===== src/rtl/wshb_arb_pkg.sv =====
// wshb_arb_pkg: shared types and constants for the two-master Wishbone arbiter.
package wshb_arb_pkg;
    localparam int CNT_W = 16;
    typedef enum logic [1:0] {IDLE, OWN0, OWN1} arb_state_t;
endpackage


===== src/rtl/wshb_if.sv =====
// wshb_if: Wishbone bus bundle shared by the masters, the arbiter and the SDRAM slave.
interface wshb_if (input logic clk, input logic rst);
    logic [31:0] adr;
    logic [31:0] dat_ms;
    logic [31:0] dat_sm;
    logic [3:0]  sel;
    logic        we;
    logic [2:0]  cti;
    logic [1:0]  bte;
    logic        stb;
    logic        cyc;
    logic        ack;
    modport master (input clk, rst, dat_sm, ack, output adr, dat_ms, sel, we, cti, bte, stb, cyc);
    modport slave  (input clk, rst, adr, dat_ms, sel, we, cti, bte, stb, cyc, output dat_sm, ack);
endinterface


===== src/rtl/wshb_arbiter_rr_pick2.sv =====
// rr_pick2: one-hot round-robin pick between two requesters; a tie goes to the one that did not own last.
module rr_pick2 (
    input  logic [1:0] i_req,
    input  logic       i_last,
    output logic [1:0] o_gnt
);
    always_comb o_gnt = &i_req ? (i_last ? 2'b01 : 2'b10) : i_req;
endmodule


===== src/rtl/wshb_arbiter.sv =====
// wshb_arbiter: round-robin arbiter sharing one Wishbone slave between the VGA reader and the mire writer,
// with a stall watchdog that evicts an owner whose strobe goes unacknowledged.
module wshb_arbiter
    import wshb_arb_pkg::*;
#(
    parameter int TIMEOUT = 1024
) (
    input  logic         clk,
    input  logic         rst,
    wshb_if.slave        wshb_ifs_vga,
    wshb_if.slave        wshb_ifs_mire,
    wshb_if.master       wshb_ifm,
    output logic [1:0]   grant,
    output logic         timeout
);
    arb_state_t       r_state, w_next;
    logic             r_last;
    logic [1:0]       r_blk;
    logic [CNT_W-1:0] r_cnt;
    logic             w_own0, w_own1, w_own_cyc, w_own_stb, w_to;
    logic [1:0]       w_req, w_pick;

    assign w_own0    = r_state == OWN0;
    assign w_own1    = r_state == OWN1;
    assign w_own_cyc = w_own0 ? wshb_ifs_vga.cyc : w_own1 & wshb_ifs_mire.cyc;
    assign w_own_stb = w_own0 ? wshb_ifs_vga.stb : w_own1 & wshb_ifs_mire.stb;
    assign w_req     = {wshb_ifs_mire.cyc & ~r_blk[1], wshb_ifs_vga.cyc & ~r_blk[0]};
    // An ack on the threshold cycle wins: the owner keeps the bus.
    assign w_to      = w_own_cyc & w_own_stb & ~wshb_ifm.ack & (r_cnt == CNT_W'(TIMEOUT - 1));

    rr_pick2 u_pick (
        .i_req  (w_req),
        .i_last (r_last),
        .o_gnt  (w_pick)
    );

    always_ff @(posedge clk or posedge rst) begin
        if (rst) begin
            r_state <= IDLE;
            r_last  <= 1'b1;
            r_blk   <= '0;
            r_cnt   <= '0;
        end else begin
            r_state <= w_next;
            r_last  <= w_next == OWN0 ? 1'b0 : w_next == OWN1 ? 1'b1 : r_last;
            r_blk   <= {w_to & w_own1 | r_blk[1] & wshb_ifs_mire.cyc,
                        w_to & w_own0 | r_blk[0] & wshb_ifs_vga.cyc};
            r_cnt   <= (w_next != r_state || wshb_ifm.ack || !w_own_stb) ? '0 : r_cnt + 1'b1;
        end
    end

    always_comb begin
        w_next = r_state;
        case (r_state)
            IDLE:    w_next = w_pick[0] ? OWN0 : w_pick[1] ? OWN1 : IDLE;
            OWN0:    if (!wshb_ifs_vga.cyc || w_to) w_next = w_req[1] ? OWN1 : IDLE;
            OWN1:    if (!wshb_ifs_mire.cyc || w_to) w_next = w_req[0] ? OWN0 : IDLE;
            default: w_next = IDLE;
        endcase
    end

    // Forwarding is muxed by the registered state only, so no path loops through cyc.
    always_comb begin
        grant                = r_state;
        timeout              = w_to;
        wshb_ifm.cyc         = w_own_cyc;
        wshb_ifm.stb         = w_own_stb;
        wshb_ifm.adr         = w_own1 ? wshb_ifs_mire.adr    : wshb_ifs_vga.adr;
        wshb_ifm.dat_ms      = w_own1 ? wshb_ifs_mire.dat_ms : wshb_ifs_vga.dat_ms;
        wshb_ifm.sel         = w_own1 ? wshb_ifs_mire.sel    : wshb_ifs_vga.sel;
        wshb_ifm.we          = w_own1 ? wshb_ifs_mire.we     : wshb_ifs_vga.we;
        wshb_ifm.cti         = w_own1 ? wshb_ifs_mire.cti    : wshb_ifs_vga.cti;
        wshb_ifm.bte         = w_own1 ? wshb_ifs_mire.bte    : wshb_ifs_vga.bte;
        wshb_ifs_vga.ack     = w_own0 & wshb_ifm.ack;
        wshb_ifs_mire.ack    = w_own1 & wshb_ifm.ack;
        wshb_ifs_vga.dat_sm  = wshb_ifm.dat_sm;
        wshb_ifs_mire.dat_sm = wshb_ifm.dat_sm;
    end
endmodule


===== src/flat_wrapper.sv =====
// flat-port wrapper written by rule: the top's interface ports become plain ports
module wshb_arbiter_flat import wshb_arb_pkg::*;
#(
    parameter int TIMEOUT = 1024
)
  (clk, rst, grant, timeout, wshb_ifs_vga_adr, wshb_ifs_vga_dat_ms, wshb_ifs_vga_sel, wshb_ifs_vga_we, wshb_ifs_vga_cti, wshb_ifs_vga_bte, wshb_ifs_vga_stb, wshb_ifs_vga_cyc, wshb_ifs_vga_dat_sm, wshb_ifs_vga_ack, wshb_ifs_mire_adr, wshb_ifs_mire_dat_ms, wshb_ifs_mire_sel, wshb_ifs_mire_we, wshb_ifs_mire_cti, wshb_ifs_mire_bte, wshb_ifs_mire_stb, wshb_ifs_mire_cyc, wshb_ifs_mire_dat_sm, wshb_ifs_mire_ack, wshb_ifm_dat_sm, wshb_ifm_ack, wshb_ifm_adr, wshb_ifm_dat_ms, wshb_ifm_sel, wshb_ifm_we, wshb_ifm_cti, wshb_ifm_bte, wshb_ifm_stb, wshb_ifm_cyc);
  wshb_if wshb_ifs_vga_i (.clk(clk), .rst(rst));
  wshb_if wshb_ifs_mire_i (.clk(clk), .rst(rst));
  wshb_if wshb_ifm_i (.clk(clk), .rst(rst));
  input  logic clk;
  input  logic rst;
  output logic [1:0] grant;
  output logic timeout;
  input wire logic [$bits(wshb_ifs_vga_i.adr)-1:0] wshb_ifs_vga_adr;
  input wire logic [$bits(wshb_ifs_vga_i.dat_ms)-1:0] wshb_ifs_vga_dat_ms;
  input wire logic [$bits(wshb_ifs_vga_i.sel)-1:0] wshb_ifs_vga_sel;
  input wire logic [$bits(wshb_ifs_vga_i.we)-1:0] wshb_ifs_vga_we;
  input wire logic [$bits(wshb_ifs_vga_i.cti)-1:0] wshb_ifs_vga_cti;
  input wire logic [$bits(wshb_ifs_vga_i.bte)-1:0] wshb_ifs_vga_bte;
  input wire logic [$bits(wshb_ifs_vga_i.stb)-1:0] wshb_ifs_vga_stb;
  input wire logic [$bits(wshb_ifs_vga_i.cyc)-1:0] wshb_ifs_vga_cyc;
  output wire logic [$bits(wshb_ifs_vga_i.dat_sm)-1:0] wshb_ifs_vga_dat_sm;
  output wire logic [$bits(wshb_ifs_vga_i.ack)-1:0] wshb_ifs_vga_ack;
  input wire logic [$bits(wshb_ifs_mire_i.adr)-1:0] wshb_ifs_mire_adr;
  input wire logic [$bits(wshb_ifs_mire_i.dat_ms)-1:0] wshb_ifs_mire_dat_ms;
  input wire logic [$bits(wshb_ifs_mire_i.sel)-1:0] wshb_ifs_mire_sel;
  input wire logic [$bits(wshb_ifs_mire_i.we)-1:0] wshb_ifs_mire_we;
  input wire logic [$bits(wshb_ifs_mire_i.cti)-1:0] wshb_ifs_mire_cti;
  input wire logic [$bits(wshb_ifs_mire_i.bte)-1:0] wshb_ifs_mire_bte;
  input wire logic [$bits(wshb_ifs_mire_i.stb)-1:0] wshb_ifs_mire_stb;
  input wire logic [$bits(wshb_ifs_mire_i.cyc)-1:0] wshb_ifs_mire_cyc;
  output wire logic [$bits(wshb_ifs_mire_i.dat_sm)-1:0] wshb_ifs_mire_dat_sm;
  output wire logic [$bits(wshb_ifs_mire_i.ack)-1:0] wshb_ifs_mire_ack;
  input wire logic [$bits(wshb_ifm_i.dat_sm)-1:0] wshb_ifm_dat_sm;
  input wire logic [$bits(wshb_ifm_i.ack)-1:0] wshb_ifm_ack;
  output wire logic [$bits(wshb_ifm_i.adr)-1:0] wshb_ifm_adr;
  output wire logic [$bits(wshb_ifm_i.dat_ms)-1:0] wshb_ifm_dat_ms;
  output wire logic [$bits(wshb_ifm_i.sel)-1:0] wshb_ifm_sel;
  output wire logic [$bits(wshb_ifm_i.we)-1:0] wshb_ifm_we;
  output wire logic [$bits(wshb_ifm_i.cti)-1:0] wshb_ifm_cti;
  output wire logic [$bits(wshb_ifm_i.bte)-1:0] wshb_ifm_bte;
  output wire logic [$bits(wshb_ifm_i.stb)-1:0] wshb_ifm_stb;
  output wire logic [$bits(wshb_ifm_i.cyc)-1:0] wshb_ifm_cyc;
  assign wshb_ifs_vga_i.adr = wshb_ifs_vga_adr;
  assign wshb_ifs_vga_i.dat_ms = wshb_ifs_vga_dat_ms;
  assign wshb_ifs_vga_i.sel = wshb_ifs_vga_sel;
  assign wshb_ifs_vga_i.we = wshb_ifs_vga_we;
  assign wshb_ifs_vga_i.cti = wshb_ifs_vga_cti;
  assign wshb_ifs_vga_i.bte = wshb_ifs_vga_bte;
  assign wshb_ifs_vga_i.stb = wshb_ifs_vga_stb;
  assign wshb_ifs_vga_i.cyc = wshb_ifs_vga_cyc;
  assign wshb_ifs_vga_dat_sm = wshb_ifs_vga_i.dat_sm;
  assign wshb_ifs_vga_ack = wshb_ifs_vga_i.ack;
  assign wshb_ifs_mire_i.adr = wshb_ifs_mire_adr;
  assign wshb_ifs_mire_i.dat_ms = wshb_ifs_mire_dat_ms;
  assign wshb_ifs_mire_i.sel = wshb_ifs_mire_sel;
  assign wshb_ifs_mire_i.we = wshb_ifs_mire_we;
  assign wshb_ifs_mire_i.cti = wshb_ifs_mire_cti;
  assign wshb_ifs_mire_i.bte = wshb_ifs_mire_bte;
  assign wshb_ifs_mire_i.stb = wshb_ifs_mire_stb;
  assign wshb_ifs_mire_i.cyc = wshb_ifs_mire_cyc;
  assign wshb_ifs_mire_dat_sm = wshb_ifs_mire_i.dat_sm;
  assign wshb_ifs_mire_ack = wshb_ifs_mire_i.ack;
  assign wshb_ifm_i.dat_sm = wshb_ifm_dat_sm;
  assign wshb_ifm_i.ack = wshb_ifm_ack;
  assign wshb_ifm_adr = wshb_ifm_i.adr;
  assign wshb_ifm_dat_ms = wshb_ifm_i.dat_ms;
  assign wshb_ifm_sel = wshb_ifm_i.sel;
  assign wshb_ifm_we = wshb_ifm_i.we;
  assign wshb_ifm_cti = wshb_ifm_i.cti;
  assign wshb_ifm_bte = wshb_ifm_i.bte;
  assign wshb_ifm_stb = wshb_ifm_i.stb;
  assign wshb_ifm_cyc = wshb_ifm_i.cyc;
  wshb_arbiter #(.TIMEOUT(TIMEOUT)) u_core (.clk(clk), .rst(rst), .wshb_ifs_vga(wshb_ifs_vga_i), .wshb_ifs_mire(wshb_ifs_mire_i), .wshb_ifm(wshb_ifm_i), .grant(grant), .timeout(timeout));
endmodule

===== config.mk =====
export PLATFORM = sky130hd
export DESIGN_NAME = wshb_arbiter_flat
export DESIGN_NICKNAME = d
export VERILOG_FILES = /design/src/rtl/wshb_arb_pkg.sv /design/src/rtl/wshb_if.sv /design/src/rtl/wshb_arbiter_rr_pick2.sv /design/src/rtl/wshb_arbiter.sv /design/src/flat_wrapper.sv
export SDC_FILE = /design/constraint.sdc
export NUM_CORES = 1
export LEC_CHECK = 0
export ABC_CLOCK_PERIOD_IN_PS = 1900
export BUFFER_PORTS_ARGS = -buffer_cell sky130_fd_sc_hd__clkbuf_2
export CAP_MARGIN = 20
export CORE_AREA = 10 10 120 122
export DETAILED_ROUTE_END_ITERATION = 6
export DIE_AREA = 0 0 130 132
export HOLD_SLACK_MARGIN = 0.03
export PLACE_DENSITY = 0.71
export SYNTH_ARGS = -nofsm -noshare
export SYNTH_HDL_FRONTEND = slang
export SYNTH_HIERARCHICAL = 1
export SYNTH_SLANG_ARGS = --single-unit

===== constraint.sdc =====
create_clock -name clk -period 1.9 [get_ports clk]
set_input_delay 0.38 -clock clk [delete_from_list [all_inputs] [get_ports clk]]
set_output_delay 0.38 -clock clk [all_outputs]
set_load 0.03 [all_outputs]

-- After elaboration in Yosys (flattened, before gate mapping)
Cells that the tools add are included.
- $add $sub $neg: 1
- equal/unequal tests: 6
- mux-type cells: 20
- bitwise logic cells: 18
- reduce and logical (&&, ||, !) cells: 10
- operator list (kind ; number):
    32-bit 2-to-1 mux ; 2
    16-bit by 1-bit adder with 16-bit output, second input constant ; 1
    16-bit by 10-bit == test with 1-bit output, second input constant ; 1
    16-bit 2-to-1 mux ; 1
    2-bit 2-to-1 mux ; 8
    1-bit bitwise AND ; 13
    1-bit 2-to-1 mux ; 6
    2-bit case mux with 3 select lines ; 1
    2-bit by 1-bit == test with 1-bit output, second input constant ; 2
    2-bit == test, second input constant ; 2
    1-bit logical OR ; 4
    4-bit 2-to-1 mux ; 1
    1-bit logical NOT ; 3
    3-bit 2-to-1 mux ; 1
    1-bit inverter ; 3
    2-bit logical NOT ; 1
    2-bit != test ; 1
    1-bit OR ; 2
    2-bit AND reduction ; 1
    2-bit nonzero test ; 1
- register bits: 21

-- Longest topological paths before layout
- word-level depth: 13
- mapped depth: 9
- gate-level depth less buffers: 9

-- Hierarchy
The synthesis kept the hierarchy.
- modules (own cells, without submodules) (module ; instances ; cells each ; area each (sq um) ; sequential area each (sq um)):
    wshb_arbiter ; 1 ; 430 ; 2592.5 ; 526.8
    rr_pick2 ; 1 ; 3 ; 18.8 ; 0.0

-- Worst setup path before layout
No wires, ideal clock.
- path kind: flip-flop to flip-flop
- from: reg u_core.r_state[1], in the netlist u_core/grant[1]
- to: reg u_core.r_last
- data arrival time: 2046 ps
- data required time: 1821 ps
- path slack: -225 ps
- stages on the path, launching flop included: 8
- buffers on the path: 1
- path through: dfrtp_1 > buf_4 > nand4b_1 > a211o_1 > or2_4 > a221oi_1 > ha_1 > o21ai_0
- cells in the longest elaborated chain, start to end: 11
- RTL lines (what ; RTL line ; RTL):
    start: declaration ; wshb_arbiter.sv:16 ; arb_state_t r_state, w_next;
    start signal: assignment ; wshb_arbiter.sv:44 ; r_state <= w_next;
    2-bit == test ; wshb_arbiter.sv:24, wshb_arbiter.sv:54 ;
    1-bit bitwise AND (on tied branches) ; wshb_arbiter.sv:25, wshb_arbiter.sv:26 ;
    1-bit 2-to-1 mux (on tied branches) ; wshb_arbiter.sv:25, wshb_arbiter.sv:26 ;
    1-bit bitwise AND (3 in a row) ; wshb_arbiter.sv:29 ; assign w_to = w_own_cyc & w_own_stb & ~wshb_ifm.ack & (r_cnt == CNT_W'(TIMEOUT - 1));
    1-bit logical OR (on tied branches) ; wshb_arbiter.sv:57, wshb_arbiter.sv:56 ;
    2-bit 2-to-1 mux (on tied branches) ; wshb_arbiter.sv:57, wshb_arbiter.sv:56 ;
    2-bit case mux with 3 select lines (*) ; wshb_arbiter.sv:54 ; case (r_state)
    2-bit by 1-bit == test with 1-bit output / 2-bit == test (equally long branches) ; wshb_arbiter.sv:45 ; r_last <= w_next == OWN0 ? 1'b0 : w_next == OWN1 ? 1'b1 : r_last;
    1-bit 2-to-1 mux / 2-bit nonzero test (equally long branches) ; -- ;
    end signal: assignment ; wshb_arbiter.sv:45 ;
    end: declaration ; wshb_arbiter.sv:17 ; logic r_last;
Mark *: on every way between the ends. The rest lies on a longest branch, timed or not.
A chain may end at the register's enable or synchronous reset.

-- Worst setup path in the final report
- from: reg u_core.r_state[0], in the netlist u_core/grant[0]
- to: out wshb_ifm_cti[1]
- cells in the longest elaborated chain, start to end: 2
- RTL lines (what ; RTL line ; RTL):
    2-bit == test ; wshb_arbiter.sv:24 ; assign w_own1 = r_state == OWN1;
    3-bit 2-to-1 mux ; wshb_arbiter.sv:72 ; wshb_ifm.cti = w_own1 ? wshb_ifs_mire.cti : wshb_ifs_vga.cti;
    end: declaration ; flat_wrapper.sv:40 ; output wire logic [$bits(wshb_ifm_i.cti)-1:0] wshb_ifm_cti;
No other way between the ends.

==> summary.txt <==
Die
  – Die area: between 0.015 and 0.02 mm²
  – Placeable Area: 0.0119 mm²
  – Ports: about 330
  – Die Ht: 132 µm
  – Row cnt: 40
  – Initial Util: between 20% and 30%
  – Die Span X: 130 µm

Pwr
  – Maximum vdd drop: approximately 0.71 mV
  – Power per cell area: between 1000 and 1500 mW/mm²
  – Power, Total: between 6000 and 7000 µW
  – Leakage: ~0.0026 µW

Timing
  – Period utilization: 107%
  – Min Clock Period, post-route: around 2000 ps
  – Fmax: approximately 0.49 GHz
  – Actual slew at the worst max-slew pin: 441 ps
  – Finish-stage setup viols: 77
  – Final Skew: about 4 ps
  – Final WS setup: -136 ps
  – Slew Viols, Final: 0
  – Slew margin rel.: between 70 and 80%
  – RSZ-0062 raised after global routing: yes
  – Final hold vios: 0
  – Hold Worst Slack: 121 ps

Clock tree
  – Clock slew at reported path FFs: about 60 ps
  – Num CTS Buffers: 3
  – Skew-Pair Late Insertion Delay: about 260 ps
  – Clk buf depth: 2
  – Sink Count: 21
  – Root Driver: clkbuf_16
  – CTS tree: done
  – Clock H-tree levels: 1

Yosys
  – Syn nets: 622
  – Ys Warns: 6
  – Part of the Yosys area used for sequential elements: about a fifth
  – EDFF count, synth: 0
  – Asr flop ratio synth: 100%
  – Cell Area, Synth: ~0.0026 mm²
  – Mapped Avg Cell Area: 6.03 µm²
  – Prevailing post-synth register cell: dfrtp_1
  – Post-synth cell types: 44
  – Post-Syn Instances: roughly 430
  – Synthesis-stage register bit count: 21

Route
  – Vias per std cell: roughly 4.5
  – Via count: about 3500
  – Number of DRC markers in iteration 0: 173
  – Drt total wl: ~14 mm
  – DRC errors left: 0
  – Length of the first detailed-routing pass in iterations: 5
  – Routed Antenna Nets: 0
  – Drt wl/cell: around 18 µm

Placement
  – Final estimated routing congestion in global placement: 0.865
  – DP Wirelength: about 11 mm
  – DP Cell Count: 760
  – IO Port Bufs: between 200 and 250

Worst setup path
  – Req. time, crit path: roughly 1500 ps
  – FF-to-FF path depth: 10
  – WP buf/inv: 4
  – Cell Chain, Critical Path: buf_4, nor2_4, buf_6, buf_12, nand2_1, nand2_1, clkbuf_8
  – Top delay family on crit path: buffers and inverters
  – Worst reg2reg path startpoint: u_core/grant[0]
  – Startpoint Class: flop
  – Worst reg2reg endpoint: u_core/r_last
  – CP max FO: 13
  – Setup CP Type: reg -> out
  – Critical path depth: 7
  – Flop2flop setup slack: -90 ps
  – Crit-path most repeated cell: nand2_1
  – Critical-path top delay cell: dfrtp_2
  – Worst setup EP type: primary output
  – Worst endpoint data arrival time: 1660 ps
  – Critical Path Max Stage Delay: between 400 and 500 ps

Global routing
  – First-pass GRT wire length: 19.0 mm
  – Met1 Use GR: 14.8%
  – Busiest grt layer: met2
  – Gr ovfl total: 0
  – Vias in the first global route: 3542
  – GR Util met2: between 20% and 30%
  – Initial antenna violation count: 0
  – Met3 GRT Util: between 6 and 7%
  – Largest net degree at the start of global routing: between 40 and 50
  – GRT Total Usage: about 14%

Status
  – Outcome: finished with violations
  – Failing checks: negative setup slack

Min path
  – Worst Hold Class: in -> async

Cells and area
  – Area Overhead vs Synth: 79.2%
  – Final net count: between 800 and 900
  – Layout cells sized above 1: between 40% and 50%
  – Final non-filler cell total: between 700 and 800
  – ANT cells: 0
  – Most common cell after layout, fill and taps aside: nand2_1
  – Most frequent cells in the layout: nand2_1, clkbuf_2, clkbuf_8, buf_4, dfrtp_1

Run
  – Maxcap violations: 0
[per-stage QoR]
stage	instance area [µm²]	setup slack [ps]	setup TNS [ps]	utilization, %
2_1_floorplan	2630	-88.5	-88.5	-
3_3_place_gp	3690	-191	-2940	31.0
3_5_place_dp	3690	-334	-4840	31.0
4_1_cts	4400	-139	-3530	36.9
5_1_grt	4680	-209	-13040	39.3
6_report	4680	-136	-7460	39.3
[Yosys cell counts (2+ instances only)]
cell / instances / area [µm²]
nor3_1: 9 / 45.0
nand4b_1: 2 / 17.5
o21ai_0: 7 / 35.0
nor2_1: 12 / 45.0
buf_1: 7 / 26.3
inv_1: 5 / 18.8
ha_1: 2 / 25.0
nand3_1: 5 / 25.0
and3_1: 4 / 25.0
clkbuf_1: 6 / 22.5
or3_1: 2 / 12.5
nand2_1: 231 / 867
xor2_1: 5 / 43.8
a21oi_1: 2 / 10.0
nor3b_1: 3 / 22.5
xnor2_1: 7 / 61.3
dfrtp_1: 20 / 500
nor4_1: 3 / 18.8
nand2b_1: 2 / 12.5
buf_2: 5 / 25.0
buf_4: 66 / 495
nand4_1: 6 / 37.5
[worst max-delay path by stage]
stage / startpoint / end / slack (ps)
2_1_floorplan: u_core/grant[1] / u_core/r_last / -90
3_3_place_gp: wshb_ifs_mire_cyc / u_core/r_cnt[7] / -190
5_1_grt: u_core/grant[0] / wshb_ifm_cti[1] / -210
6_report: u_core/grant[0] / wshb_ifm_cti[1] / -140
3_5_place_dp: wshb_ifs_mire_cyc / u_core/r_cnt[9] / -330
4_1_cts: u_core/grant[0] / timeout / -140
[routing by layer]
metal / vias up / part of all wire [%]
met4: 0 / 1.5
met3: 21 / 13
met1: 1592 / 37
li1: 1711 / -
met2: 216 / 48
met5: - / 0
[cell type report]
cell class / count / area (µm²)
fill: 1181 / 7230
timing repair buffer: 283 / 2250
multi-input combinational: 322 / 1610
sequential: 21 / 529
tap: 147 / 184
clock buffer: 3 / 75.1
inverter: 6 / 25.0
clock inverter: 1 / 5.00
[sequential cells by signal, indices dropped and copies added, names as in the netlist]
name,count
u_core/r_cnt,16
u_core/grant,2
u_core/r_blk,2
u_core/r_last,1
[repair_timing]
item	in CTS	in global routing
gates cloned	0	5
gates resized for setup	143	45
hold buffers	0	0
pin swaps	5	5
endpoints found under the hold margin	0	0
buffers inserted	4	10
endpoints found under the setup margin	93	94
[tightest hold or removal path, delay by kind of cell]
| kind | cells | cell delay (ps) |
|---|---|---|
| buffers and inverters | 3 | 390 |
[report_power, final]
part           internal, µW  switching (µW)  total, µW
logic                  2280            3050       5340
clock network           283             161        444
registers               497            36.1        534
total                  3060            3250       6310
[cell families after synthesis]
family / synth area share (%)
and+or+nand+nor: 46.7
adders and majority gates: 0.958
muxes: 0.383
AOI/OAI and AO/OA: 5.13
DFF: 20.2
buffers and inverters: 22.7
xor gates and xnor gates: 4.02
No activity file was read; power rests on OpenSTA's default activity.
